File: src/rtl/mlaccel_mem_arbiter_if.sv
// mlaccel_mem_arbiter_if
//   Bundles the requester-side and memory-side signals of the main memory
//   arbiter so that one connection carries the whole bus.
// Signals
//   c_ren/c_wen/c_addr/c_wdata   compute command (fire-and-forget)
//   c_stall/c_rdata              compute back-pressure and raw memory data
//   q_valid/q_ready/q_wen/q_addr/q_wdata/q_rvalid/q_rdata   host port
//   s_valid/s_ready/s_addr/s_rvalid/s_rdata                 sequencer port
//   mem_addr/mem_wen/mem_wdata/mem_rdata                    single-port memory
// Modports
//   slave  : the arbiter itself
//   master : the environment (requesters plus memory)
interface mlaccel_mem_arbiter_if;
  logic        c_ren;
  logic [7:0]  c_wen;
  logic [15:0] c_addr;
  logic [63:0] c_wdata;
  logic        c_stall;
  logic [63:0] c_rdata;

  logic        q_valid;
  logic        q_ready;
  logic [7:0]  q_wen;
  logic [15:0] q_addr;
  logic [63:0] q_wdata;
  logic        q_rvalid;
  logic [63:0] q_rdata;

  logic        s_valid;
  logic        s_ready;
  logic [15:0] s_addr;
  logic        s_rvalid;
  logic [63:0] s_rdata;

  logic [15:0] mem_addr;
  logic [7:0]  mem_wen;
  logic [63:0] mem_wdata;
  logic [63:0] mem_rdata;

  modport slave (
    input  c_ren, c_wen, c_addr, c_wdata,
    output c_stall, c_rdata,
    input  q_valid, q_wen, q_addr, q_wdata,
    output q_ready, q_rvalid, q_rdata,
    input  s_valid, s_addr,
    output s_ready, s_rvalid, s_rdata,
    output mem_addr, mem_wen, mem_wdata,
    input  mem_rdata
  );

  modport master (
    output c_ren, c_wen, c_addr, c_wdata,
    input  c_stall, c_rdata,
    output q_valid, q_wen, q_addr, q_wdata,
    input  q_ready, q_rvalid, q_rdata,
    output s_valid, s_addr,
    input  s_ready, s_rvalid, s_rdata,
    input  mem_addr, mem_wen, mem_wdata,
    output mem_rdata
  );
endinterface

File: src/rtl/mlaccel_mem_arbiter.sv
// mlaccel_mem_arbiter
//   Shares the single-port 64-bit main memory between compute (highest
//   priority, no handshake), the host QPI port and the sequencer fetch port.
//   The winning command is registered onto the memory bus; host/sequencer
//   completions come back exactly RD_LAT cycles after their grant. Host and
//   sequencer wait time is bounded by stalling compute once either has waited
//   STARVE_LIMIT cycles (0 disables the stall).
// Ports
//   clock  in  clock
//   reset  in  synchronous active-high reset
//   bus    mlaccel_mem_arbiter_if.slave (requester ports and memory port)
module mlaccel_mem_arbiter #(
  parameter int RD_LAT       = 2,
  parameter int STARVE_LIMIT = 32
) (
  input  logic                        clock,
  input  logic                        reset,
  mlaccel_mem_arbiter_if.slave        bus
);

  localparam logic [1:0] GNT_NONE = 2'd0;
  localparam logic [1:0] GNT_C    = 2'd1;
  localparam logic [1:0] GNT_Q    = 2'd2;
  localparam logic [1:0] GNT_S    = 2'd3;

  // Limits above 255 can never be reached by the 8-bit counters; clamping to
  // 256 keeps the compare in 9 bits and makes such limits behave as "never".
  localparam bit         STARVE_EN = (STARVE_LIMIT != 0);
  localparam logic [8:0] LIMIT     = (STARVE_LIMIT > 256) ? 9'd256 : 9'(STARVE_LIMIT);

  logic [1:0]        grant;
  logic              c_req, q_avail, s_avail;
  logic              q_starved, s_starved;
  logic              q_grant, s_grant;
  logic              q_busy, s_busy;
  logic [7:0]        q_wait, s_wait;
  logic              c_stall_r;
  logic [RD_LAT-1:0] q_pipe, s_pipe;
  logic [15:0]       mem_addr_r;
  logic [7:0]        mem_wen_r;
  logic [63:0]       mem_wdata_r;

  assign c_req     = bus.c_ren || (|bus.c_wen);
  assign q_avail   = bus.q_valid && !q_busy;
  assign s_avail   = bus.s_valid && !s_busy;
  assign q_starved = STARVE_EN && ({1'b0, q_wait} >= LIMIT);
  assign s_starved = STARVE_EN && ({1'b0, s_wait} >= LIMIT);

  // Compute wins unless stalled. While stalled, a starved client jumps ahead
  // of a merely waiting one so the stall ends as soon as possible.
  always_comb begin
    grant = GNT_NONE;
    if (!c_stall_r && c_req)
      grant = GNT_C;
    else if (c_stall_r && q_starved && q_avail)
      grant = GNT_Q;
    else if (c_stall_r && s_starved && s_avail)
      grant = GNT_S;
    else if (q_avail)
      grant = GNT_Q;
    else if (s_avail)
      grant = GNT_S;
  end

  assign q_grant = (grant == GNT_Q);
  assign s_grant = (grant == GNT_S);

  // Register the winner onto the memory bus; address/data hold when idle so
  // only the byte enables have to be forced quiet.
  always_ff @(posedge clock) begin
    if (reset) begin
      mem_addr_r  <= '0;
      mem_wen_r   <= '0;
      mem_wdata_r <= '0;
    end else begin
      mem_wen_r <= '0;
      case (grant)
        GNT_C: begin
          mem_addr_r  <= bus.c_addr;
          mem_wen_r   <= bus.c_wen;
          mem_wdata_r <= bus.c_wdata;
        end
        GNT_Q: begin
          mem_addr_r  <= bus.q_addr;
          mem_wen_r   <= bus.q_wen;
          mem_wdata_r <= bus.q_wdata;
        end
        GNT_S: mem_addr_r <= bus.s_addr;
        default: ;
      endcase
    end
  end

  // Completion pipes: bit 0 is set the cycle after grant, so the top bit
  // fires exactly RD_LAT cycles after the grant.
  always_ff @(posedge clock) begin
    if (reset) begin
      q_pipe <= '0;
      s_pipe <= '0;
    end else begin
      q_pipe <= {q_pipe[RD_LAT-2:0], q_grant};
      s_pipe <= {s_pipe[RD_LAT-2:0], s_grant};
    end
  end

  // One outstanding request per host/sequencer port.
  always_ff @(posedge clock) begin
    if (reset) begin
      q_busy <= 1'b0;
      s_busy <= 1'b0;
    end else begin
      if (q_grant)
        q_busy <= 1'b1;
      else if (q_pipe[RD_LAT-1])
        q_busy <= 1'b0;
      if (s_grant)
        s_busy <= 1'b1;
      else if (s_pipe[RD_LAT-1])
        s_busy <= 1'b0;
    end
  end

  // Wait counters only run while a client could be served but is not.
  always_ff @(posedge clock) begin
    if (reset) begin
      q_wait <= '0;
      s_wait <= '0;
    end else begin
      if (q_grant)
        q_wait <= '0;
      else if (q_avail && q_wait != 8'hFF)
        q_wait <= q_wait + 8'd1;
      if (s_grant)
        s_wait <= '0;
      else if (s_avail && s_wait != 8'hFF)
        s_wait <= s_wait + 8'd1;
    end
  end

  // A starved client being granted this cycle releases the stall next cycle.
  always_ff @(posedge clock) begin
    if (reset)
      c_stall_r <= 1'b0;
    else
      c_stall_r <= STARVE_EN && ((q_starved && !q_grant) || (s_starved && !s_grant));
  end

  assign bus.c_stall   = c_stall_r;
  assign bus.c_rdata   = bus.mem_rdata;
  assign bus.q_ready   = q_grant;
  assign bus.q_rvalid  = q_pipe[RD_LAT-1];
  assign bus.q_rdata   = bus.mem_rdata;
  assign bus.s_ready   = s_grant;
  assign bus.s_rvalid  = s_pipe[RD_LAT-1];
  assign bus.s_rdata   = bus.mem_rdata;
  assign bus.mem_addr  = mem_addr_r;
  assign bus.mem_wen   = mem_wen_r;
  assign bus.mem_wdata = mem_wdata_r;

  c_access_during_stall: assert property (
    @(posedge clock) disable iff (reset) bus.c_stall |-> !(bus.c_ren || (|bus.c_wen)));

endmodule

File: src/flat_wrapper.sv
// flat-port wrapper written by rule: the top's interface ports become plain ports
module mlaccel_mem_arbiter_flat 
#(
  parameter int RD_LAT       = 2,
  parameter int STARVE_LIMIT = 32
)
  (clock, reset, bus_c_ren, bus_c_wen, bus_c_addr, bus_c_wdata, bus_c_stall, bus_c_rdata, bus_q_valid, bus_q_wen, bus_q_addr, bus_q_wdata, bus_q_ready, bus_q_rvalid, bus_q_rdata, bus_s_valid, bus_s_addr, bus_s_ready, bus_s_rvalid, bus_s_rdata, bus_mem_addr, bus_mem_wen, bus_mem_wdata, bus_mem_rdata);
  mlaccel_mem_arbiter_if bus_i ();
  input  logic clock;
  input  logic reset;
  input wire logic [$bits(bus_i.c_ren)-1:0] bus_c_ren;
  input wire logic [$bits(bus_i.c_wen)-1:0] bus_c_wen;
  input wire logic [$bits(bus_i.c_addr)-1:0] bus_c_addr;
  input wire logic [$bits(bus_i.c_wdata)-1:0] bus_c_wdata;
  output wire logic [$bits(bus_i.c_stall)-1:0] bus_c_stall;
  output wire logic [$bits(bus_i.c_rdata)-1:0] bus_c_rdata;
  input wire logic [$bits(bus_i.q_valid)-1:0] bus_q_valid;
  input wire logic [$bits(bus_i.q_wen)-1:0] bus_q_wen;
  input wire logic [$bits(bus_i.q_addr)-1:0] bus_q_addr;
  input wire logic [$bits(bus_i.q_wdata)-1:0] bus_q_wdata;
  output wire logic [$bits(bus_i.q_ready)-1:0] bus_q_ready;
  output wire logic [$bits(bus_i.q_rvalid)-1:0] bus_q_rvalid;
  output wire logic [$bits(bus_i.q_rdata)-1:0] bus_q_rdata;
  input wire logic [$bits(bus_i.s_valid)-1:0] bus_s_valid;
  input wire logic [$bits(bus_i.s_addr)-1:0] bus_s_addr;
  output wire logic [$bits(bus_i.s_ready)-1:0] bus_s_ready;
  output wire logic [$bits(bus_i.s_rvalid)-1:0] bus_s_rvalid;
  output wire logic [$bits(bus_i.s_rdata)-1:0] bus_s_rdata;
  output wire logic [$bits(bus_i.mem_addr)-1:0] bus_mem_addr;
  output wire logic [$bits(bus_i.mem_wen)-1:0] bus_mem_wen;
  output wire logic [$bits(bus_i.mem_wdata)-1:0] bus_mem_wdata;
  input wire logic [$bits(bus_i.mem_rdata)-1:0] bus_mem_rdata;
  assign bus_i.c_ren = bus_c_ren;
  assign bus_i.c_wen = bus_c_wen;
  assign bus_i.c_addr = bus_c_addr;
  assign bus_i.c_wdata = bus_c_wdata;
  assign bus_c_stall = bus_i.c_stall;
  assign bus_c_rdata = bus_i.c_rdata;
  assign bus_i.q_valid = bus_q_valid;
  assign bus_i.q_wen = bus_q_wen;
  assign bus_i.q_addr = bus_q_addr;
  assign bus_i.q_wdata = bus_q_wdata;
  assign bus_q_ready = bus_i.q_ready;
  assign bus_q_rvalid = bus_i.q_rvalid;
  assign bus_q_rdata = bus_i.q_rdata;
  assign bus_i.s_valid = bus_s_valid;
  assign bus_i.s_addr = bus_s_addr;
  assign bus_s_ready = bus_i.s_ready;
  assign bus_s_rvalid = bus_i.s_rvalid;
  assign bus_s_rdata = bus_i.s_rdata;
  assign bus_mem_addr = bus_i.mem_addr;
  assign bus_mem_wen = bus_i.mem_wen;
  assign bus_mem_wdata = bus_i.mem_wdata;
  assign bus_i.mem_rdata = bus_mem_rdata;
  mlaccel_mem_arbiter #(.RD_LAT(RD_LAT), .STARVE_LIMIT(STARVE_LIMIT)) u_core (.clock(clock), .reset(reset), .bus(bus_i));
endmodule
File: config.mk
export PLATFORM = sky130hd
export DESIGN_NAME = mlaccel_mem_arbiter_flat
export DESIGN_NICKNAME = d
export VERILOG_FILES = /design/src/rtl/mlaccel_mem_arbiter_if.sv /design/src/rtl/mlaccel_mem_arbiter.sv /design/src/flat_wrapper.sv
export SDC_FILE = /design/constraint.sdc
export NUM_CORES = 1
export LEC_CHECK = 0
export BUFFER_PORTS_ARGS = -buffer_cell sky130_fd_sc_hd__buf_2
export CAP_MARGIN = 40
export CORE_AREA = 2 2 214 216
export DETAILED_ROUTE_END_ITERATION = 16
export DIE_AREA = 0 0 216 218
export GPL_TIMING_DRIVEN = 0
export SLEW_MARGIN = 15
export SYNTH_ARGS = -nofsm -noshare
export SYNTH_HDL_FRONTEND = slang
export SYNTH_SLANG_ARGS = --single-unit
File: constraint.sdc
create_clock -name clock -period 3.6 [get_ports clock]
set_input_delay 0.72 -clock clock [delete_from_list [all_inputs] [get_ports clock]]
set_output_delay 0.72 -clock clock [all_outputs]
set_load 0.02 [all_outputs]
==> summary.txt, run 1 <==
Floorplan
  – Die area: between 40,000 and 50,000 um^2
  – Core area: 44,900 um^2
  – Die width: 216 um
  – Die Y: 218 um
  – Rows: 78
  – Initial core utilization: 14.3%
  – Ports: roughly 550

Global route
  – Grt ovf: 0
  – Total track usage: 10.3%
  – First-pass GRT wire length: 35,800 um
  – Initial antenna violation count: 0
  – Number of global-route vias before repair: 6,396
  – Largest net degree at the start of global routing: 20

Placement
  – Gpl congestion: 0.859
  – Setup WS pre-CTS: -0.252 ns
  – Placed Instances: 1,869
  – Dpl hpwl: between 20,000 and 25,000 um
  – Placed cell area: 9600 um^2
  – Port bufs: 480

Route
  – WL/cell: 13.7 um
  – DR pass1 iterations: 5
  – Routed Antenna Nets: 0
  – DRT iter0 DRCs: 193
  – Post-route DRC: 0
  – Routed Wire Length: around 26,000 um
  – Total number of vias: between 6,000 and 7,000
  – Drt via density: 3.67

Timing
  – Worst clock skew: 0.00763 ns
  – Max frequency: 0.300 GHz
  – Hold WS: 0.439 ns
  – Setup TNS: 0 ns
  – Final hold vios: 0
  – Worst-margin pin slew: 0.615 ns
  – RSZ-0062 raised after global routing: no
  – Min Tclk post-route: 3.34 ns
  – Final setup vio count: 0
  – Headroom to the max-slew limit: 59.0%
  – Crit share post-route: between 90% and 100%
  – Final worst setup slack: 0.264 ns
  – Count of pins over their slew limit: 0

Hold path
  – Hold_sp: u_core.q_pipe[0]$_SDFF_PP0_
  – Min-Delay Path Class: reg -> reg

Clock tree
  – H-tree levels: 3
  – CTS tree: yes
  – # clock sinks: about 110
  – Clk Latency, worst-skew pair: 0.39 ns
  – Setup bufs post-CTS: 0
  – Hold_buf cts: 0
  – CTS root buf: clkbuf_16
  – Clk pin slew, worst setup/hold paths: 0.08 ns
  – Post-CTS resize count: 0
  – Clk buf depth: 2
  – Num CTS Buffers: 9

Logic synthesis
  – Most frequent cell after synthesis: buf_4
  – Synth top area share: between 30% and 40%
  – Post-synth EDFFs: 0
  – Cells after Synth: a little under 800
  – Most frequent cells after synthesis: 192 x buf_4, 153 x nor2_1, 111 x dfxtp_1, 72 x a21oi_1, 67 x mux2i_1
  – Main synth FF type: dfxtp_1
  – #FFs+latches synth: 111
  – Post-synthesis cell type count: 31
  – Dominant cells by area after synthesis: dfxtp_1 35%, buf_4 22%, mux2i_1 10%, nor2_1 8.9%, a21oi_1 5.6%
  – Syn nets: 1,056
  – Post-synth top area cell: dfxtp_1
  – Yosys Warn Count: 0
  – Sequential area share after synthesis: 34.6%
  – Asr flop ratio synth: 0%
  – Avg Synthesized Cell Area: 8.16 um^2
  – Synthesized cell area: 6420 um^2

Worst setup path
  – Crit path DAT: 3.62 ns
  – CP endpoint kind: flip-flop
  – CP Launch Type: input port
  – Top fanout value on the critical path: 10
  – Critical path launch point: bus_c_wen[5]
  – Crit Path Category: in -> reg
  – Worst EP required: 3.89 ns
  – RR Startpoint: u_core.s_wait[5]$_SDFFE_PP0P_

Final layout
  – Final #Nets: 1,549
  – Layout Utilization: 22.0%
  – Layout cells sized above 1: 55.0%
  – Design Area, Final: 9880 um^2
  – Area grow syn2layout: 53.9%
  – Ant. Diodes: 0
  – Final Non-Filler Cells: 1,884

Pwr
  – Power Density: between 300 and 400 nW/um^2
  – Worst vdd ir: 0.308 mV
  – P_leak: roughly 5 nW
  – Tot Pwr: 3.15 mW

Outcome
  – Status: finished clean

Run
  – Max Cap Viol: 0
[layout make-up]
| class | count | area, um^2 |
|---|---|---|
| fill | 5013 | 35000 |
| multi-input combinational | 417 | 2490 |
| timing repair buffer | 482 | 2430 |
| sequential | 111 | 2220 |
| buffer | 236 | 1620 |
| tap | 600 | 751 |
| clock buffer | 9 | 225 |
| inverter | 23 | 86.3 |
| clock inverter | 6 | 56.3 |
[per-layer routing]
layer	wire, um	vias to the layer above	track usage, %	part of all wire, %
met1	9460	3115	10.4	37
met5	0	-	0	0
li1	-	3405	-	-
met3	2640	32	4.60	10
met4	737	0	4.34	2.9
met2	12900	354	18.2	50
[placed cells by master, fill, tap and decap left out]
cell and count:
mux2i_1 67, a31oi_1 2, xor2_1 5, nor3_1 3
a221oi_1 32, buf_1 8, a22oi_1 8, clkinv_8 1
buf_2 492, or2_0 1, and3_1 2, or4_1 1
nor2_1 153, clkbuf_1 24, clkinv_4 1, or3b_4 1
buf_4 192, or3_1 6, nand3_1 3, ha_1 8
buf_6 1, nand3_2 1, clkbuf_16 9, o211ai_1 5
a21oi_1 72, dfxtp_1 111, nand2_1 21, clkinv_2 1
xnor2_1 2, or2_2 3, inv_6 3, o21ai_0 8
nand2b_1 3, buf_8 1, inv_1 23, nor4_1 1
nor2b_1 6, nand4_1 3
[registers in the layout, summed over array words and instances (netlist names)]
| name | count |
|---|---|
| u_core.bus.mem_wen | 8 |
| u_core.s_busy | 1 |
| u_core.q_pipe | 2 |
| u_core.s_pipe | 2 |
| u_core.bus.mem_wdata | 64 |
| u_core.q_busy | 1 |
| u_core.bus.c_stall | 1 |
| u_core.bus.mem_addr | 16 |
| u_core.q_wait | 8 |
| u_core.s_wait | 8 |
[worst max-delay path, stage by stage]
cell and delay (ns):
buf_2 0.11, nor3_1 0.46, a31oi_1 0.24, a21oi_1 0.31, ha_1 0.25, buf_2 0.34
buf_2 0.49, mux2i_1 0.41, nor2_1 0.08, a21oi_1 0.14, nor2_1 0.05
[final timing paths]
path	end	slack [ns]	cells past startpoint
max	u_core.bus.mem_wdata[8]$_SDFFE_PP0P_	0.26	11
min	u_core.q_pipe[1]$_SDFF_PP0_	0.44	1
max reg2reg	u_core.bus.mem_wdata[8]$_SDFFE_PP0P_	0.61	11
min reg2reg	u_core.q_pipe[1]$_SDFF_PP0_	0.44	1
[cells by family after synthesis]
group / share of synthesized area, %
compound gates: 12.3
fa+ha+maj: 1.56
buf+inv: 26.6
flops: 34.6
mux: 10.4
xor+xnor: 0.955
simple gates: 13.5
[where the power goes]
group	leakage [nW]	switching (mW)	internal [mW]
combinational	3.91	0.429	0.375
clock	0.139	0.546	0.481
sequential	0.919	0.0316	1.29
total	4.97	1.01	2.14
(Power assumes the default switching activity.)
==> inputs of run 2 (changes only) <==
==> constraint.sdc (replaced) <==
create_clock -name clock -period 3.6 [get_ports clock]
set_input_delay 0 -clock clock [delete_from_list [all_inputs] [get_ports clock]]
set_output_delay 0 -clock clock [all_outputs]
set_load 0.02 [all_outputs]
==> run 2 against run 1 <==
Net effect: critical path type is now reg -> reg; largest power group unchanged; largest cell class unchanged; clock-buffer cell count stayed put; hold slack got worse by 0.40 ns; via count grew 10%; worst setup slack gained 0.043 ns; global-route usage increased by 1.1 points; first-iteration DRC count is 40% higher; critical path depth fell by 1.
==> summary.txt, run 2 (synthesized netlist as in run 1, its figures left out) <==
Outcome
  – Status: finished clean

Final layout
  – Final #Nets: 1,697
  – Most common cell after layout, fill and taps aside: buf_2
  – Most frequent cells in the layout: 490 x buf_2, 192 x buf_4, 152 x nor2_1, 148 x dlygate4sd3_1, 111 x dfxtp_1
  – Max reg flops: 64
  – Ant. Diodes: 0
  – Area grow syn2layout: 77.1%
  – Layout cells sized above 1: 49.4%
  – Layout Utilization: 25.3%

Worst setup path
  – Top fanout value on the critical path: 10
  – Worst R2R Setup Slack: between 0.3 and 0.4 ns
  – Worst R2R End: u_core.bus.mem_addr[11]$_SDFFE_PP0P_
  – Crit Path Category: reg -> reg
  – Slowest CP cell: dlygate4sd3_1
  – R2R depth: 10
  – RR Startpoint: u_core.s_wait[5]$_SDFFE_PP0P_
  – Worst EP required: 3.93 ns
  – CP endpoint kind: flip-flop
  – Critical Path, Cell by Cell: or3_1, a31oi_1, nor2_1, or2_2, ha_1, nor2_2, clkbuf_1, nand2_1, a221oi_1, dlygate4sd3_1
  – Crit path DAT: 3.62 ns
  – Critical Path Max Stage Delay: 0.58 ns
  – Crit path max-delay family: simple AND/OR/NAND/NOR gates
  – CP Launch Type: flip-flop
  – Bufs and invs on worst path: 2

Pwr
  – Worst vdd ir: 0.317 mV
  – Power Density: ~290 nW/um^2
  – P_leak: 5.59 nW

Timing
  – Final setup vio count: 0
  – RSZ-0062 raised after global routing: no
  – Setup TNS: 0 ns
  – Headroom to the max-slew limit: roughly 56%
  – Max frequency: 0.304 GHz
  – Worst-margin pin slew: roughly 0.66 ns
  – Final hold vios: 0
  – Crit share post-route: 91.5%
  – Min Tclk post-route: 3.29 ns
  – Worst clock skew: 0.00848 ns
  – Count of pins over their slew limit: 0

Hold path
  – Hold Crit Endpoint: u_core.bus.mem_wdata[37]$_SDFFE_PP0P_
  – Hold_sp: bus_q_wdata[37]
  – Hold path depth: 5
  – Min-Delay Path Class: in -> reg

Global route
  – Grt ovf: 0
  – Largest net degree at the start of global routing: 20
  – Initial antenna violation count: 0
  – First-pass GRT wire length: 40,300 um
  – Number of global-route vias before repair: 7,487
  – Total track usage: about 11%

Clock tree
  – CTS tree: yes
  – Clk Latency, worst-skew pair: between 0.3 and 0.4 ns
  – CTS root buf: clkbuf_16
  – # clock sinks: roughly 110
  – Setup bufs post-CTS: 0
  – Clk pin slew, worst setup/hold paths: 0.08 ns
  – H-tree levels: 3
  – Clk buf depth: 2
  – Num CTS Buffers: 9

Route
  – DRT iter0 DRCs: 270
  – Drt via density: between 3 and 4
  – Post-route DRC: 0
  – Total number of vias: 7,626
  – WL/cell: 14.0 um
  – Routed Antenna Nets: 0
  – DR pass1 iterations: 4
  – Routed Wire Length: approximately 28,000 um

Placement
  – Gpl congestion: 0.859
  – Dpl hpwl: between 20,000 and 25,000 um
  – Port bufs: 480

Floorplan
  – Die width: 216 um
  – Die Y: about 220 um
  – Ports: 546
  – Die area: 47,100 um^2
  – Initial core utilization: 14.3%
  – Core area: 44,900 um^2
  – Rows: 78

Run
  – Max Cap Viol: 0
[run 2: layout make-up]
class	count	area, um^2
Buffer	236	1630
Clock buffer	9	225
Clock inverter	6	56.3
Fill cell	4825	33500
Inverter	23	86.3
Multi-Input combinational cell	417	2490
Sequential cell	111	2220
Tap cell	600	751
Timing Repair Buffer	630	3910
[run 2: per-layer routing]
| layer | vias up | GRT usage [%] | wire length [um] |
|---|---|---|---|
| met5 | - | 0 | 0 |
| met4 | 0 | 5.91 | 1200 |
| met3 | 49 | 4.91 | 2770 |
| met2 | 393 | 20.4 | 14300 |
| met1 | 3484 | 11.2 | 10100 |
| li1 | 3700 | - | - |
[run 2: per-stage QoR]
stage	std cells	hold WS, ns	total power, mW	cell area [um^2]	setup slack, ns
finish	2032	0.0400	3.30	11400	0.307
global route	2032	0.0168	3.47	11400	0.0207
CTS	2032	0.000892	3.37	11400	0.0435
detailed placement	1869	0.217	2.16	9600	0.457
global placement	1867	0.219	2.15	9570	0.455
floorplan	787	0.113	1.84	6420	1.12
[run 2: timing repair]
action,4_1_cts,5_1_grt
setup endpoints to repair,0,40
endpoints found under the hold margin,82,0
hold buffers,148,0
resized for setup,0,4
[run 2: worst min-delay path, cell delays in order]
cell and delay (ns):
buf_2 0.12, mux2i_1 0.08, nor2_1 0.08, a21oi_1 0.04
nor2_1 0.07
[run 2: worst max path at each step]
| stage | from | endpoint | slack [ns] | cells past startpoint |
|---|---|---|---|---|
| 5_1_grt | u_core.s_wait[5]$_SDFFE_PP0P_ | u_core.bus.mem_wdata[16]$_SDFFE_PP0P_ | 0.02 | 12 |
| 3_3_place_gp | u_core.s_wait[5]$_SDFFE_PP0P_ | u_core.bus.mem_wdata[10]$_SDFFE_PP0P_ | 0.46 | 10 |
| 3_5_place_dp | u_core.s_wait[5]$_SDFFE_PP0P_ | u_core.bus.mem_wdata[10]$_SDFFE_PP0P_ | 0.46 | 10 |
| 2_1_floorplan | u_core.s_wait[5]$_SDFFE_PP0P_ | u_core.bus.mem_addr[10]$_SDFFE_PP0P_ | 1.12 | 9 |
| 4_1_cts | u_core.s_wait[5]$_SDFFE_PP0P_ | u_core.bus.mem_wen[1]$_SDFF_PP0_ | 0.04 | 11 |
| 6_report | u_core.s_wait[5]$_SDFFE_PP0P_ | u_core.bus.mem_addr[11]$_SDFFE_PP0P_ | 0.31 | 10 |
[run 2: power breakdown]
part / internal, mW / switching (mW) / total [mW] / leakage, nW
combinational: 0.480 / 0.461 / 0.941 / 4.54
clock: 0.481 / 0.558 / 1.04 / 0.139
sequential: 1.29 / 0.0322 / 1.32 / 0.919
==> inputs of run 3 (changes only) <==
--- a/config.mk
+++ b/config.mk
@@ -11,6 +11,8 @@
 export DETAILED_ROUTE_END_ITERATION = 16
 export DIE_AREA = 0 0 216 218
 export GPL_TIMING_DRIVEN = 0
+export PLACE_DENSITY = 0.34
+export RECOVER_POWER = 100
 export SLEW_MARGIN = 15
 export SYNTH_ARGS = -nofsm -noshare
 export SYNTH_HDL_FRONTEND = slang
==> run 3 against run 2 <==
Net effect: utilization down 1.3 points; sequential power hardly changed; maximum frequency up 0.49%; sequential share of layout area is 1.0 points higher; die area is the same; global-route usage barely moved; final cell count down 0.89%; clock power about the same; clock skew increased by 0.0052 ns; combinational power down 7.4%; critical path type unchanged; first-iteration DRC count down 29%.
==> summary.txt, run 3 (synthesized netlist as in run 1, its figures left out) <==
Timing
  – Worst clock skew: 0.0137 ns
  – Setup TNS: 0 ns
  – Hold WS: 0.0161 ns
  – Max frequency: between 0.3 and 0.4 GHz
  – Worst-margin pin slew: 0.764 ns
  – RSZ-0062 raised after global routing: no
  – Final setup vio count: 0
  – Headroom to the max-slew limit: 48.6%
  – Min Tclk post-route: 3.28 ns
  – Count of pins over their slew limit: 0
  – Crit share post-route: 91.0%
  – Final hold vios: 0

Worst setup path
  – Crit Path Category: reg -> reg
  – CP endpoint kind: flip-flop
  – Worst EP required: 3.86 ns
  – Slowest CP cell: dlygate4sd3_1
  – Bufs and invs on worst path: 3
  – Critical Path Max Stage Delay: 0.58 ns
  – Critical Path, Cell by Cell: or3_1, a31oi_1, nor2_1, nor2_1, ha_1, clkbuf_4, clkbuf_4, mux2i_1, nor2_1, a21oi_1, nor2_1, dlygate4sd3_1
  – Top fanout value on the critical path: 10
  – Most frequent CP cell: nor2_1
  – CP Launch Type: flip-flop
  – Crit path max-delay family: buffers and inverters
  – Crit path DAT: 3.54 ns

Route
  – Total number of vias: slightly above 7,000
  – Drt via density: 3.61
  – Routed Antenna Nets: 0
  – DRT iter0 DRCs: 192
  – DR pass1 iterations: 4
  – WL/cell: 14.2 um
  – Routed Wire Length: 28,600 um
  – Post-route DRC: 0

Clock tree
  – # clock sinks: ~110
  – Clk Latency, worst-skew pair: 0.38 ns
  – H-tree levels: 3
  – CTS tree: yes
  – Num CTS Buffers: 9
  – Clk pin slew, worst setup/hold paths: about 0.080 ns
  – CTS root buf: clkbuf_16
  – Clk buf depth: 2

Final layout
  – Area grow syn2layout: 68.3%
  – Final Non-Filler Cells: 2,014
  – Final #Nets: 1,678
  – Area of the multi-input gates: roughly 2500 um^2
  – Layout Utilization: 24.1%
  – Most common cell after layout, fill and taps aside: clkbuf_1
  – Storage cell area: 2220 um^2
  – Max reg flops: 64
  – Most frequent cells in the layout: 316 x clkbuf_1, 199 x buf_2, 192 x buf_4, 153 x nor2_1, 130 x dlygate4sd3_1
  – Fill cell count: 5,164
  – Layout cells sized above 1: between 20% and 30%
  – Ant. Diodes: 0

Pwr
  – Worst vdd ir: around 0.17 mV
  – Tot Pwr: 3.19 mW
  – Power Density: 296 nW/um^2
  – P_leak: 4.62 nW

Global route
  – Initial antenna violation count: 3
  – Total track usage: between 10% and 20%
  – Largest net degree at the start of global routing: 19
  – Grt ovf: 0
  – First-pass GRT wire length: 40,700 um
  – Number of global-route vias before repair: 7,031

Floorplan
  – Die Y: 218 um
  – Die area: 47,100 um^2
  – Initial core utilization: 14.3%
  – Rows: 78
  – Core area: about 45,000 um^2
  – Ports: about 550
  – Die width: about 220 um

Hold path
  – Min-Delay Path Class: in -> reg

Placement
  – Dpl hpwl: 22,900 um
  – Port bufs: 480
  – Gpl congestion: 0.745
  – Placed Instances: 1,868

Outcome
  – Status: finished clean

Run
  – Max Cap Viol: 0
## run 3: per-stage QoR
stage,area (um^2),setup WS [ns]
CTS,11200,0.0123
global placement,9570,0.00487
global route,10800,0.00786
detailed placement,9590,-0.0157
floorplan,6420,1.12
finish,10800,0.323
## run 3: layout make-up
cell class | instances | share of cell area [%]
clock inverters | 6 | 0.405
plain buffers | 236 | 15.0
inverters | 23 | 0.799
flip-flops and latches | 111 | 20.6
well taps | 600 | 6.95
clock buffers | 10 | 2.12
repair buffers | 611 | 31.1
multi-input cells | 417 | 23.1
## run 3: final timing paths
kind	end	slack [ns]	cells after the start	from
setup / recovery	u_core.bus.mem_wdata[1]$_SDFFE_PP0P_	0.32	12	u_core.s_wait[5]$_SDFFE_PP0P_
hold / removal	u_core.bus.mem_wdata[57]$_SDFFE_PP0P_	0.02	5	bus_c_wdata[57]
setup reg to reg	u_core.bus.mem_wdata[1]$_SDFFE_PP0P_	0.32	12	u_core.s_wait[5]$_SDFFE_PP0P_
hold reg to reg	u_core.s_pipe[1]$_SDFF_PP0_	0.44	1	u_core.s_pipe[0]$_SDFF_PP0_
## run 3: metal layers
metal  global-route usage, %  wire (um)  up-vias
li1                        -          -     3666
met1                    13.0      11600     3294
met2                    20.7      14700      290
met3                    3.70       2130       14
met4                    2.05        213        4
met5                       0         27        -
## run 3: worst register-to-register path: stages (launching register included)
cell and delay [ns]:
dfxtp_1 0.35, or3_1 0.40, a31oi_1 0.17, nor2_1 0.06, nor2_1 0.15, ha_1 0.25, clkbuf_4 0.34, clkbuf_4 0.38
mux2i_1 0.22, nor2_1 0.06, a21oi_1 0.15, nor2_1 0.05, dlygate4sd3_1 0.58
## run 3: where the power goes
group          leakage (nW)  switching, mW  internal, mW
registers             0.919         0.0307          1.29
clock network         0.133          0.531         0.476
logic                  3.57          0.453         0.419
total                  4.62           1.01          2.18
## run 3: timing repair
item | in CTS | in global routing
hold endpoints to repair | 78 | 0
hold buffers | 130 | 0
buffers inserted | 0 | 0
endpoints found under the setup margin | 0 | 39
gates resized for setup | 0 | 5
